===== src/rtl/hamming74_rr_scheduler.sv =====
// hamming74_rr_scheduler: round-robin shared Hamming(7,4) corrector with one-entry output stage; HAMMING_PERREQ_CNT_EN adds per-requester error counters
module hamming74_rr_scheduler #(
  parameter int NREQ  = 4,
  parameter int IDW   = 2,
  parameter int CNT_W = 16
) (
  input  logic              clk,
  input  logic              reset,
  input  logic [NREQ-1:0]   req_valid,
  input  logic [7*NREQ-1:0] req_code,
  output logic [NREQ-1:0]   req_ready,
  output logic              out_valid,
  input  logic              out_ready,
  output logic [3:0]        out_data,
  output logic [IDW-1:0]    out_id,
  output logic [2:0]        out_syn,
  output logic [CNT_W-1:0]  err_count
`ifdef HAMMING_PERREQ_CNT_EN
  ,
  output logic [CNT_W*NREQ-1:0] err_count_req
`endif
);
  logic [IDW-1:0] ptr, gidx;
  logic [IDW:0] off, sum;
  logic [2*NREQ-1:0] dbl;
  logic [NREQ-1:0] rot;
  logic found, free, accept;
  logic [6:0] y, fix, c;
  logic [2:0] syn;
  assign dbl = {req_valid, req_valid} >> ptr;
  assign rot = dbl[NREQ-1:0];
  // first valid requester at or after ptr, as an offset from ptr
  always_comb begin
    found = 1'b0;
    off = '0;
    for (int k = 0; k < NREQ; k++)
      if (!found && rot[k]) begin
        found = 1'b1;
        off = (IDW+1)'(k);
      end
  end
  assign sum = {1'b0, ptr} + off;
  assign gidx = IDW'(sum >= (IDW+1)'(NREQ) ? sum - (IDW+1)'(NREQ) : sum);
  assign free = !out_valid || out_ready;
  assign accept = free && found;
  assign req_ready = accept ? (NREQ'(1) << gidx) : '0;
  assign y = req_code[7*gidx +: 7];
  assign syn = {y[5]^y[4]^y[3]^y[2], y[6]^y[5]^y[3]^y[1], y[6]^y[4]^y[3]^y[0]};
  assign fix = syn == 3'b001 ? 7'h01 :
               syn == 3'b010 ? 7'h02 :
               syn == 3'b100 ? 7'h04 :
               syn == 3'b111 ? 7'h08 :
               syn == 3'b101 ? 7'h10 :
               syn == 3'b110 ? 7'h20 :
               syn == 3'b011 ? 7'h40 : 7'h00;
  assign c = y ^ fix;
  // output stage, rotating pointer and aggregate saturating error counter
  always_ff @(posedge clk or posedge reset) begin
    if (reset) begin
      out_valid <= 1'b0;
      out_data <= '0;
      out_syn <= '0;
      out_id <= '0;
      ptr <= '0;
      err_count <= '0;
    end else if (accept) begin
      out_valid <= 1'b1;
      out_data <= c[6:3];
      out_syn <= syn;
      out_id <= gidx;
      ptr <= gidx == IDW'(NREQ-1) ? '0 : gidx + IDW'(1);
      if (|syn && !(&err_count)) err_count <= err_count + CNT_W'(1);
    end else if (out_ready) out_valid <= 1'b0;
  end
`ifdef HAMMING_PERREQ_CNT_EN
  for (genvar i = 0; i < NREQ; i++) begin : g_cnt
    logic [CNT_W-1:0] cnt;
    // saturating corrected-word counter for requester i
    always_ff @(posedge clk or posedge reset) begin
      if (reset) cnt <= '0;
      else if (accept && gidx == IDW'(i) && |syn && !(&cnt)) cnt <= cnt + CNT_W'(1);
    end
    assign err_count_req[CNT_W*i +: CNT_W] = cnt;
  end
`endif
endmodule

===== config.mk =====
export PLATFORM = sky130hd
export DESIGN_NAME = hamming74_rr_scheduler
export DESIGN_NICKNAME = d
export VERILOG_FILES = /design/src/rtl/hamming74_rr_scheduler.sv
export SDC_FILE = /design/constraint.sdc
export NUM_CORES = 1
export LEC_CHECK = 0
export CORE_UTILIZATION = 46
export CTS_CLUSTER_SIZE = 14
export DETAILED_ROUTE_END_ITERATION = 10
export PLACE_DENSITY = 0.8
export SLEW_MARGIN = 20
export SYNTH_ARGS = -nofsm -noshare
export SYNTH_HDL_FRONTEND = slang
export SYNTH_SLANG_ARGS = --single-unit

===== constraint.sdc =====
create_clock -name clk -period 4.2 [get_ports clk]
set_input_delay 0.84 -clock clk [delete_from_list [all_inputs] [get_ports clk]]
set_output_delay 0.84 -clock clk [all_outputs]
set_load 0.1 [all_outputs]

== Word-level counts from Yosys, hierarchy flattened ==
Index checks and enable logic that the tools add are counted.

* Flip-flop bits (word level): 28
* Bits of input ports: 35

* Shift-type cells: 3
* Equality and inequality tests: 8
* Bitwise operators: 10
* $mul: 1
* Reductions and logical operators: 15
* Muxes and demuxes: 19
* Add/sub/neg operators: 4
* Order comparisons: 1

{| class="wikitable"
|+ Operator list
! cell !! number
|-
| two-way mux 7 bit || 7
|-
| indexed part select 28 x 6 -> 7 bit || 1
|-
| adder 16 x 1 -> 16 bit, second input constant || 1
|-
| AND reduction 16 bit || 1
|-
| equality test 3 bit, second input constant || 4
|-
| bitwise XOR 1 bit || 9
|-
| right shift 8 x 2 -> 4 bit || 1
|-
| two-way mux 1 bit || 7
|-
| bitwise XOR 7 bit || 1
|-
| equality test 3 x 2 -> 1 bit, second input constant || 2
|-
| two-way mux 3 bit || 2
|-
| logical AND 1 bit || 5
|-
| logical NOT 1 bit || 5
|-
| multiplier 3 x 2 -> 5 bit, first input constant || 1
|-
| two-way mux 2 bit || 2
|-
| two-way mux 4 bit || 1
|-
| left shift 1 x 2 -> 4 bit, first input constant || 1
|-
| adder 2 x 3 -> 3 bit || 1
|-
| equality test 3 x 1 -> 1 bit, second input constant || 1
|-
| greater-or-equal comparator 3 bit, second input constant || 1
|-
| OR reduction 3 bit || 1
|-
| adder 2 x 1 -> 2 bit, second input constant || 1
|-
| equality test 2 bit, second input constant || 1
|-
| AND reduction 2 bit || 1
|-
| 3 further kinds || 3
|}

== Logic depth before layout (Yosys ltp) ==
* Word-level depth: 28
* Mapped depth: 16
* Depth with buffers taken out: 13

== Worst setup path after synthesis ==
Ideal clock, no wire load.

* Path kind: input-to-output
* Start: in req_valid[3]
* End: out req_ready[3]
* Path slack: 142 ps
* Arrival time: 3,218 ps
* Cell stages on the path: 11
* Path buffers: 0
* Path through: inv_1 > nand3_1 > o311ai_0 > o21ai_0 > o221ai_1 > ha_1 > xnor2_1 > a21oi_1 > nor2_2 > ha_1 > and2_1

* Longest elaborated chain between the ends: 16

{| class="wikitable"
|+ Ends and longest elaborated chain
! item !! RTL line !! text
|-
| start: declaration || 9 || <nowiki>input logic [NREQ-1:0] req_valid,</nowiki>
|-
| right shift 8 x 2 -> 4 bit * || 30 || <nowiki>assign dbl = {req_valid, req_valid} >> ptr;</nowiki>
|-
| two-way mux 1 bit || 37 || <nowiki>if (!found && rot[k]) begin</nowiki>
|-
| logical NOT 1 bit || 37 ||
|-
| logical AND 1 bit || 37 ||
|-
| two-way mux 1 bit || 37 ||
|-
| logical NOT 1 bit || 37 ||
|-
| logical AND 1 bit || 37 ||
|-
| two-way mux 1 bit || 37 ||
|-
| logical NOT 1 bit || 37 ||
|-
| logical AND 1 bit || 37 ||
|-
| two-way mux 3 bit * || 37 ||
|-
| adder 2 x 3 -> 3 bit * || 42 || <nowiki>assign sum = {1'b0, ptr} + off;</nowiki>
|-
| greater-or-equal comparator 3 bit / subtractor 2 x 1 -> 2 bit (equally long branches) || 43 || <nowiki>assign gidx = IDW'(sum >= (IDW+1)'(NREQ) ? sum - (IDW+1)'(NREQ) : sum);</nowiki>
|-
| two-way mux 2 bit * || 43 ||
|-
| named net gidx[1] || 23 || <nowiki>logic [IDW-1:0] ptr, gidx;</nowiki>
|-
| left shift 1 x 2 -> 4 bit * || 46 || <nowiki>assign req_ready = accept ? (NREQ'(1) << gidx) : '0;</nowiki>
|-
| two-way mux 4 bit * || 46 ||
|-
| end: declaration || 11 || <nowiki>output logic [NREQ-1:0] req_ready,</nowiki>
|}

Mark *: on every way through the listed nets, which the timed path passes. The rest lies on a longest branch.

== Final worst setup path ==
* Start: in req_valid[3]
* End: out req_ready[0]

Same word-level chain as after synthesis.

==> results.json <==
{
  "status": "complete, no violations",
  "min_from": "err_count[8]$_DFFE_PP0P_",
  "first_pass_iters": 4,
  "drtAntennaViolNets": 0,
  "path_class": "primary input to output pin",
  "dp_hpwl_mm": 3.94,
  "fp.dieW_um": 71.5,
  "post-synth-top-count-cell": "dfrtp_1",
  "cp-end-kind": "output pin",
  "required_ps": 3360,
  "synth_top_cell_by_area": "dfrtp_1",
  "drive_gt1_frac": 0.195,
  "core_area_um2": 4500,
  "arrival_ps": 3170,
  "timing.slew.headroom": 0.340,
  "dpl_cell_area_um2": 3000,
  "cts_num_sinks": 28,
  "finalWeightedCongestion": 0.915,
  "yosysWarnings": 0,
  "wirelength_mm": 4.95,
  "instances_no_fill": 334,
  "htreeDepth": 1,
  "grt_max_degree": 29,
  "path_max_fanout": 4,
  "num-nets-final": 324,
  "drv_slew": 0,
  "grt_pass1_wl_mm": 8.43,
  "yosys_register_bits": 28,
  "overflow": 0,
  "r2r_start": "ptr[1]$_DFFE_PP0P_",
  "antenna_found_initial": 0,
  "dpl.cell_count": 330,
  "place_ws_ps": 11.7,
  "crit_start": "req_valid[3]",
  "grt_pass1_vias": 1799,
  "cts_tree": "built",
  "min_to": "err_count[8]$_DFFE_PP0P_",
  "rows": 24,
  "netlist_instances": 213,
  "wl_per_cell_um": 14.8,
  "gr-usage-all-layers": 0.208,
  "area_growth_syn_to_layout_pct": 41.0,
  "async_flop_share": 1.00,
  "design_area_um2": 3130,
  "max-cap-violations": 0,
  "path_clk_slew_ps": 90,
  "avgViaCountPerCell": 5.51,
  "fmax_mhz": 250,
  "regToRegSetupSlack_ps": 950,
  "cts_hold_buffers": 0,
  "synth_edf_count": 0,
  "max_slew.worst_pin.slew_ps": 987,
  "antenna_cells": 0,
  "setup_viol": 0,
  "period_minus_slack_ps": 4010,
  "drtIter0Drc": 100,
  "syn_area_um2": 2220,
  "synth_top_area_frac": 0.315,
  "insertion_delay_ps": 270,
  "num_vias": 1840,
  "layout_setup_ws_ps": 194,
  "cts_buffers": 3,
  "start_kind": "primary input",
  "synthDistinctLibCells": 54,
  "hold_viol": 0,
  "cts_root_buf": "clkbuf_8",
  "seq_area_frac_synth": 0.315,
  "drcViolationCount": 0,
  "rsz0062_at_grt": "false",
  "ioPinCount": 65,
  "period_share": 0.954,
  "syn_nets": 254,
  "synthTopCellsByArea": "dfrtp_1 32%, xnor2_1 9.5%, xor2_1 9.1%",
  "synth_area_per_cell_um2": 10.4,
  "cts_buffer_depth": 2,
  "die_h_um": 71.5,
  "synth_common_cells": "28 x dfrtp_1, 24 x xnor2_1, 23 x xor2_1",
  "port_buffers": 64,
  "hold_path.class": "flop to flop",
  "start_util": 0.493,
  "rr_worst_depth": 12,
  "reg2reg_to": "err_count[1]$_DFFE_PP0P_",
  "dieArea_um2": 5110,
  "synth_ff_type": "dfrtp_1",
  "skew_ps": 4.78,
  "min_path_cells": 1,
  "tns_ps": 0
}
state kept, by name (all words and copies together), names as in the netlist:
signal	flops
out_valid	1
ptr	2
err_count	16
out_id	2
out_data	4
out_syn	3
metal layers:
metal / vias up / track usage / part of all wire
li1: 905 / - / -
met1: 872 / 0.294 / 0.47
met2: 61 / 0.351 / 0.48
met3: 2 / 0.0267 / 0.043
met4: 0 / 0.0305 / 0.0044
met5: - / 0 / 0
what timing repair did:
| action | in CTS | in global routing |
|---|---|---|
| resized for setup | 0 | 15 |
| endpoints found under the setup margin | 0 | 5 |
| buffers inserted | 0 | 0 |
cell type report:
class | instances | area [um2]
repair buffers | 75 | 783
multi-input cells | 170 | 1490
clock buffers | 3 | 41.3
inverters | 5 | 18.8
clock inverters | 1 | 30.0
flip-flops and latches | 28 | 701
fillers | 358 | 1370
well taps | 52 | 65.1
cells by family after synthesis:
group           count (synthesis)  share of synthesized area
mux                            22                      0.127
xor+xnor                       48                      0.193
flops                          28                      0.315
fa+ha+maj                       6                     0.0338
compound gates                 28                     0.0958
simple gates                   66                      0.198
buf+inv                        15                     0.0366
worst max-delay path, stage by stage:
cell and delay, ps:
clkdlybuf4s50_1 480, inv_1 60, nand3_1 80, o311ai_1 100
o21ai_1 120, o221ai_1 140, ha_2 250, xor2_4 180
nor3_4 260, nor2_4 80, inv_1 90, ha_1 150
and2_1 160, buf_12 180
metrics by stage:
stage / hold WS [ps] / util
after floorplan: 641 / -
after global placement: 479 / 0.666
after detailed placement: 485 / 0.666
after CTS: 503 / 0.682
after global routing: 527 / 0.695
final: 496 / 0.695
layout by cell type (no fill, tap or decap), types with 2 or more instances in the layout:
cell,synthesis,final
nor4_1,3,3
inv_2,1,2
and3_1,5,5
nand2_1,5,5
and3_4,2,2
buf_4,0,10
clkdlybuf4s50_1,0,57
mux4_2,4,4
o21ai_0,5,4
a21oi_2,1,2
xor2_1,23,22
xnor2_1,24,23
mux2i_1,11,11
nand3_2,2,2
mux2_2,6,6
buf_12,0,5
nand4_1,5,5
nand3_1,11,11
o211ai_1,3,3
nor2_1,8,6
or3_1,2,2
and4_1,2,2
dfrtp_1,28,28
nor3_4,1,2
and2_1,6,6
clkbuf_8,0,3
xnor2_2,1,2
nor2_2,1,2
dlymetal6s2s_1,0,3
inv_1,4,3
nand2b_1,3,3
a21oi_1,6,5
ha_1,6,5
nor3_1,3,2
how the worst max path moves through the flow:
stage                              end  slack (ps)  cells after the start
final                     req_ready[0]         190                     14
after global routing      req_ready[0]           1                     14
after CTS                 req_ready[0]         0.8                     12
after detailed placement  req_ready[0]          10                     12
after global placement    req_ready[0]         100                     12
after floorplan           req_ready[3]         140                     11
Power is left out: the tool's default activity adds up to more than one toggle a clock period on the data nets, which glitch-free logic cannot reach.
